`src/rtl/sincronizador_antirrebote_if.sv`:
```
// Bundle of the conditioned-input signals between a raw button/switch source
// and the debouncer; the master drives the raw level, the slave returns status.
interface sincronizador_antirrebote_if;
  logic       senal_entrada;
  logic       senal_limpia;
  logic       ocupado;
  logic [7:0] rebotes;

  modport master (
    output senal_entrada,
    input  senal_limpia,
    input  ocupado,
    input  rebotes
  );

  modport slave (
    input  senal_entrada,
    output senal_limpia,
    output ocupado,
    output rebotes
  );
endinterface

```
`src/rtl/sincronizador_antirrebote.sv`:
```
// Synchronises a raw asynchronous input and debounces it: a new level is accepted
// only after DEBOUNCE_CYCLES consecutive identical synchronised samples.
module sincronizador_antirrebote #(
  parameter int SYNC_STAGES     = 2,
  parameter int DEBOUNCE_CYCLES = 100000
) (
  input  logic                        clk,
  input  logic                        rst,
  sincronizador_antirrebote_if.slave  bus
);

  localparam int CNT_W = $clog2(DEBOUNCE_CYCLES + 1);

  typedef enum logic [1:0] {
    ESTABLE_BAJO,
    VALIDANDO_ALTO,
    ESTABLE_ALTO,
    VALIDANDO_BAJO
  } estado_t;

  logic [SYNC_STAGES-1:0] sync_q;
  logic                   sync;
  estado_t                estado_q;
  logic [CNT_W-1:0]       cnt_q;
  logic                   limpia_q;
  logic                   ocupado_q;
  logic [7:0]             rebotes_q;
  logic [7:0]             rebotes_d;
  logic                   ultimo;

  always_ff @(posedge clk or negedge rst) begin
    if (!rst) begin
      sync_q <= '0;
    end else begin
      sync_q <= {sync_q[SYNC_STAGES-2:0], bus.senal_entrada};
    end
  end

  assign sync      = sync_q[SYNC_STAGES-1];
  assign ultimo    = (cnt_q == CNT_W'(DEBOUNCE_CYCLES - 1));
  assign rebotes_d = (rebotes_q == 8'hFF) ? rebotes_q : rebotes_q + 8'd1;

  // An aborted validation returns to the old stable state without touching the output.
  always_ff @(posedge clk or negedge rst) begin
    if (!rst) begin
      estado_q  <= ESTABLE_BAJO;
      cnt_q     <= '0;
      limpia_q  <= 1'b0;
      ocupado_q <= 1'b0;
      rebotes_q <= 8'd0;
    end else begin
      case (estado_q)
        ESTABLE_BAJO: begin
          if (sync) begin
            estado_q  <= VALIDANDO_ALTO;
            cnt_q     <= CNT_W'(1);
            ocupado_q <= 1'b1;
          end else begin
            cnt_q <= '0;
          end
        end
        VALIDANDO_ALTO: begin
          if (!sync) begin
            estado_q  <= ESTABLE_BAJO;
            cnt_q     <= '0;
            ocupado_q <= 1'b0;
            rebotes_q <= rebotes_d;
          end else if (ultimo) begin
            estado_q  <= ESTABLE_ALTO;
            cnt_q     <= '0;
            ocupado_q <= 1'b0;
            limpia_q  <= 1'b1;
          end else begin
            cnt_q <= cnt_q + CNT_W'(1);
          end
        end
        ESTABLE_ALTO: begin
          if (!sync) begin
            estado_q  <= VALIDANDO_BAJO;
            cnt_q     <= CNT_W'(1);
            ocupado_q <= 1'b1;
          end else begin
            cnt_q <= '0;
          end
        end
        VALIDANDO_BAJO: begin
          if (sync) begin
            estado_q  <= ESTABLE_ALTO;
            cnt_q     <= '0;
            ocupado_q <= 1'b0;
            rebotes_q <= rebotes_d;
          end else if (ultimo) begin
            estado_q  <= ESTABLE_BAJO;
            cnt_q     <= '0;
            ocupado_q <= 1'b0;
            limpia_q  <= 1'b0;
          end else begin
            cnt_q <= cnt_q + CNT_W'(1);
          end
        end
        default: begin
          estado_q  <= ESTABLE_BAJO;
          cnt_q     <= '0;
          ocupado_q <= 1'b0;
        end
      endcase
    end
  end

  assign bus.senal_limpia = limpia_q;
  assign bus.ocupado      = ocupado_q;
  assign bus.rebotes      = rebotes_q;

endmodule

```
`src/flat_wrapper.sv`:
```
// flat-port wrapper written by rule: the top's interface ports become plain ports
module sincronizador_antirrebote_flat 
#(
  parameter int SYNC_STAGES     = 2,
  parameter int DEBOUNCE_CYCLES = 100000
)
  (clk, rst, bus_senal_entrada, bus_senal_limpia, bus_ocupado, bus_rebotes);
  sincronizador_antirrebote_if bus_i ();
  input  logic clk;
  input  logic rst;
  input wire logic [$bits(bus_i.senal_entrada)-1:0] bus_senal_entrada;
  output wire logic [$bits(bus_i.senal_limpia)-1:0] bus_senal_limpia;
  output wire logic [$bits(bus_i.ocupado)-1:0] bus_ocupado;
  output wire logic [$bits(bus_i.rebotes)-1:0] bus_rebotes;
  assign bus_i.senal_entrada = bus_senal_entrada;
  assign bus_senal_limpia = bus_i.senal_limpia;
  assign bus_ocupado = bus_i.ocupado;
  assign bus_rebotes = bus_i.rebotes;
  sincronizador_antirrebote #(.SYNC_STAGES(SYNC_STAGES), .DEBOUNCE_CYCLES(DEBOUNCE_CYCLES)) u_core (.clk(clk), .rst(rst), .bus(bus_i));
endmodule
```
`config.mk`:
```
export PLATFORM = sky130hd
export DESIGN_NAME = sincronizador_antirrebote_flat
export DESIGN_NICKNAME = d
export VERILOG_FILES = /design/src/rtl/sincronizador_antirrebote_if.sv /design/src/rtl/sincronizador_antirrebote.sv /design/src/flat_wrapper.sv
export SDC_FILE = /design/constraint.sdc
export NUM_CORES = 1
export LEC_CHECK = 0
export ABC_AREA = 1
export CAP_MARGIN = 10
export CORE_MARGIN = 5
export CORE_UTILIZATION = 59
export CTS_BUF_LIST = sky130_fd_sc_hd__clkbuf_4
export DETAILED_ROUTE_END_ITERATION = 16
export PLACE_DENSITY = 0.78
export SLEW_MARGIN = 15
export SYNTH_ARGS = -nofsm -noshare
export SYNTH_HDL_FRONTEND = slang
export SYNTH_SLANG_ARGS = --single-unit
```
`constraint.sdc`:
```
create_clock -name clk -period 1.7 [get_ports clk]
set_clock_uncertainty 0.15 [all_clocks]
set_input_delay 0.34 -clock clk [delete_from_list [all_inputs] [get_ports clk]]
set_output_delay 0.34 -clock clk [all_outputs]
set_load 0.005 [all_outputs]
```
* Word-level counts from Yosys, hierarchy flattened *
Index checks and enable logic that the tools add are counted.

word-level totals
  input bits = 3
  output and inout port bits = 10
  flip-flop bits (word level) = 31
  word-level logic and storage cells = 57

operators by class
  reductions and logical operators = 6
  add/subtract/negate cells = 2
  muxes and demuxes = 28
  equality and inequality tests = 15

operators by type and width
  cell                                           count
  one-hot mux 17 bit (4 select lines)            1
  2-to-1 mux 17 bit                              3
  2-to-1 mux 8 bit                               3
  adder 17 x 1 -> 17 bit, second input constant  1
  == test 17 bit, second input constant          1
  one-hot mux 8 bit (2 select lines)             1
  2-to-1 mux 2 bit                               6
  2-to-1 mux 1 bit                               11
  != test 2 x 1 -> 1 bit, second input constant  5
  adder 8 x 1 -> 8 bit, second input constant    1
  == test 8 bit, second input constant           1
  one-hot mux 2 bit (4 select lines)             1
  != test 2 bit, second input constant           3
  AND reduction 5 bit                            1
  == test 2 bit, second input constant           2
  one-hot mux 1 bit (4 select lines)             1
  AND reduction 4 bit                            1
  != test 3 x 1 -> 1 bit, second input constant  1
  != test 3 bit, second input constant           1
  AND reduction 3 bit                            1
  == test 2 x 1 -> 1 bit, second input constant  1
  zero test 2 bit                                1
  one-hot mux 1 bit (2 select lines)             1
  AND reduction 2 bit                            1
  nonzero test 2 bit                             1

* Depth between registers and ports, before layout *
  depth in word-level cells = 4
  mapped depth = 9
  gate-level depth less buffers = 9

* Worst setup path before layout *
No wires, ideal clock.

  kind = register to register
  start = register u_core.cnt_q[0]
  end = register u_core.estado_q[0]
  path buffers = 1
  required time = 1.432 ns
  stages on the path, launching flop included = 8
  clock period less this slack = 1.529 ns
  setup time = 0.118 ns
  arrival time = 1.261 ns
  path slack = 0.171 ns
  path through = dfrtp_1 ha_1 nand3_2 nor2_4 nand3_1 nand2_4 buf_6 nand2_1

between the ends
  longest elaborated chain between the ends = 3

ends and longest elaborated chain
  item                                                                      RTL line                         text
  start: declaration                                                        sincronizador_antirrebote.sv:24  logic [CNT_W-1:0] cnt_q;
  start signal: assignment                                                  sincronizador_antirrebote.sv:74  cnt_q <= cnt_q + CNT_W'(1);
  start signal: assignment                                                  sincronizador_antirrebote.sv:98  cnt_q <= cnt_q + CNT_W'(1);
  == test 17 bit *                                                          sincronizador_antirrebote.sv:40  assign ultimo = (cnt_q == CNT_W'(DEBOUNCE_CYCLES - 1));
  != test 3 x 1 -> 1 bit (no line) / != test 3 bit (equally long branches)  -
  AND reduction 4 bit (no line) *                                           -
  end signal: assignment                                                    sincronizador_antirrebote.sv:46  estado_q <= ESTABLE_BAJO;
  end signal: assignment                                                    sincronizador_antirrebote.sv:55  estado_q <= VALIDANDO_ALTO;
  end signal: assignment                                                    sincronizador_antirrebote.sv:64  estado_q <= ESTABLE_BAJO;
  end: declaration                                                          sincronizador_antirrebote.sv:23  estado_t estado_q;

Every way passes the cells marked *; elsewhere a longest branch is shown, timed or not.
A chain may end at the register's enable or synchronous reset.

==> flow_summary.yaml <==
global_routing:
  use_met1_pct: 28.0
  grtUsageMet2_pct: 32.7
  busiest_layer: "met2"
  grt_pass1_wl_um: 5800
  antenna_found_initial: 0
  grt_pass1_vias: 1284
  track_usage_pct: 21.5
  grt_overflow: 0
  grt.met3_usage_pct: 6.82
  grt_max_degree: 32
run_status:
  status: "completed"
floorplanning:
  start_util_pct: 62.8
  num_rows: 18
  die_y_um: 61.8
  die_area_sq_um: 3820
  dieWidth_um: 61.8
  ioPinCount: 13
  core_sq_um: 2520
critical_path:
  regToRegStartpoint: "u_core.cnt_q[10]"
  critical_path.cell_chain: "nand2_1, inv_1, nand2_1, nor2_1, nand3_1, nand2_4, nand3_1, nand2_1, nand2_1"
  cp_max_fo: 13
  max_stage_delay_ns: 0.43
  critical_path_buf_inv_count: 1
  cpMostUsedCell: "nand2_1"
  crit_required_ns: 1.77
  worstPathArrival_ns: 1.73
  startpoint_type: "flop"
  r2r_setup_slack_ns: 0.04
  reg2reg_depth: 9
  cp-end-kind: "flop"
  critical_path_class: "flop to flop"
  cp_slowest_cell: "dfrtp_1"
  crit_family: "simple AND/OR/NAND/NOR gates"
logic_synthesis:
  yosys_warnings: 0
  yosysMostFrequentCell: "nand2_1"
  yosysTopAreaCellShare_pct: 48.9
  synth-seq-area-share_pct: 48.9
  synthesis.nets: 192
  ys_top_cells_by_area: "dfrtp_1 (49%), nand2_1 (12%), nor2_1 (7.1%)"
  synth_area_sq_um: 1590
  avgSynthCellArea_sq_um: 8.48
  yosys.area.top_type: "dfrtp_1"
  synthCells: 187
  synth_commonest_cells: "nand2_1 (51), dfrtp_1 (31), nor2_1 (30)"
  synth_edf_count: 0
  synth_async_sr_flop_share_pct: 100
  yosys_register_bits: 31
  synth_top_flop_cell: "dfrtp_1"
  synth_cell_type_count: 22
finish:
  diodes: 0
  drive_gt1_share_pct: 24.5
  fin_cells: 263
  final_cell_area_sq_um: 2070
  fin_nets: 237
  syn2layout_area_growth_pct: 30.9
clock_network:
  htree_levels: 2
  clk_pin_slew_worst_paths_ns: 0.09
  hold_buffers: 0
  clock-sinks: 31
  clockBufferDepth: 2
  cts_buffers: 5
  cts_tree: "done"
  clk_latency_ns: 0.33
  cts_root_buffer: "clkbuf_4"
timing:
  worst_slack_ns: 0.0449
  tightest_slew_ns: 0.309
  maxSlewViolCount: 0
  period_share_pct: 97.4
  fin_crit_ns: 1.66
  finalSetupViolations: 0
  grt_setup_unrepaired: "true"
  relSlewSlack_pct: 79.3
  fmax_mhz: 604
  finalHoldViolations: 0
  fin_setup_tns_ns: 0
worst_hold_path:
  hold_path_depth: 0
  holdPathEnd: "u_core.sync_q[1]"
  hold_class: "flop to flop"
  hp-start: "u_core.sync_q[0]"
drt:
  drtPass1Iterations: 4
  drt_iter0_drc: 59
  vias_per_cell: 5.42
  drtAntennaViolNets: 0
  avgRoutedWirePerCell_um: 14.1
  vias: 1426
  routed_wl_um: 3710
  drc: 0
placement:
  place_inst: 235
  io_buffers: 12
  gp_congestion: 0.912
  placed_area_sq_um: 1800
  place_ws_ns: -0.00777
  dpl.hpwl_um: 2310
power_and_ir_drop:
  power_uw: 2510
  power.density_nw_per_um2: 1210
  vdd_ir_drop_max_v: 0.00133
  leakagePower_uw: 0.00100
run:
  cap_violations: 0
[registers in the layout (all words and copies together), names as in the netlist, named ones only]
name	cells
u_core.bus.senal_limpia	1
u_core.bus.rebotes	8
u_core.bus.ocupado	1
u_core.estado_q	1
u_core.sync_q	2
u_core.cnt_q	17
[cell type report]
type	count	area, sq um
multi-input combinational	141	812
sequential	31	777
fill	164	448
timing repair buffer	39	338
clock buffer	7	52.6
inverter	14	52.6
tap	30	37.5
clock inverter	1	5.00
[report_power, final]
part / total (uW) / internal, uW / switching [uW]
clock: 429 / 193 / 236
combinational: 1100 / 534 / 566
sequential: 985 / 872 / 113
[worst reg2reg max path, stage by stage, from the launching register on]
cell and delay [ns]:
dfrtp_1 0.43, nand2_1 0.11, inv_1 0.10, nand2_1 0.05
nor2_1 0.13, nand3_1 0.16, nand2_4 0.19, nand3_1 0.10
nand2_1 0.07, nand2_1 0.05
[through the flow]
stage	util (%)	hold slack, ns
after floorplan	-	-0.106
after global placement	71.2	0.190
after detailed placement	71.2	0.186
after CTS	75.8	0.206
after global routing	82.2	0.205
final	82.2	0.204
[kinds of logic after synthesis]
| family | Yosys count | synth area share [%] |
|---|---|---|
| flops | 31 | 48.9 |
| compound gates | 10 | 3.39 |
| buf+inv | 15 | 4.03 |
| simple gates | 114 | 33.3 |
| xor+xnor | 15 | 8.76 |
| fa+ha+maj | 2 | 1.58 |
[worst max path at each step]
stage | slack (ns) | cells after the start | to | from
after floorplan | 0.17 | 7 | u_core.estado_q[0] | u_core.cnt_q[0]
after global placement | 0.1 | 8 | u_core.cnt_q[16] | u_core.cnt_q[0]
after detailed placement | -0.008 | 8 | flop | u_core.cnt_q[0]
after CTS | 0.0008 | 1 | bus_rebotes[5] | u_core.bus.rebotes[5]
after global routing | -0.05 | 9 | flop | u_core.cnt_q[10]
final | 0.04 | 9 | flop | u_core.cnt_q[10]
[repair_timing]
| action | in CTS | in global routing |
|---|---|---|
| hold endpoints to repair | 0 | 0 |
| endpoints found under the setup margin | 13 | 15 |
| resized for setup | 10 | 22 |
| pin swaps | 0 | 7 |
| buffers inserted | 9 | 11 |
[routing by layer]
metal	routed length, um	part of all wire (%)	vias up
met5	0	0	-
met4	87	2.3	0
li1	-	-	690
met2	1820	49	43
met3	156	4.2	11
met1	1650	44	682
[layout by cell type (no fill, tap or decap), types with 2 or more instances in the layout]
cell type / n
nor3b_2: 2
nor3_1: 4
xnor2_1: 6
buf_4: 23
nand4_1: 7
inv_1: 12
clkbuf_4: 7
nand2_4: 3
dfrtp_1: 30
nand2_1: 49
clkdlybuf4s50_1: 2
o21ai_0: 5
xor2_1: 8
dlygate4sd2_1: 9
inv_2: 2
buf_6: 3
a21oi_1: 3
nor2_4: 4
nor2_1: 29
nand3_1: 7
nand2_2: 3
Note: power is estimated with default switching activity, not from simulation.
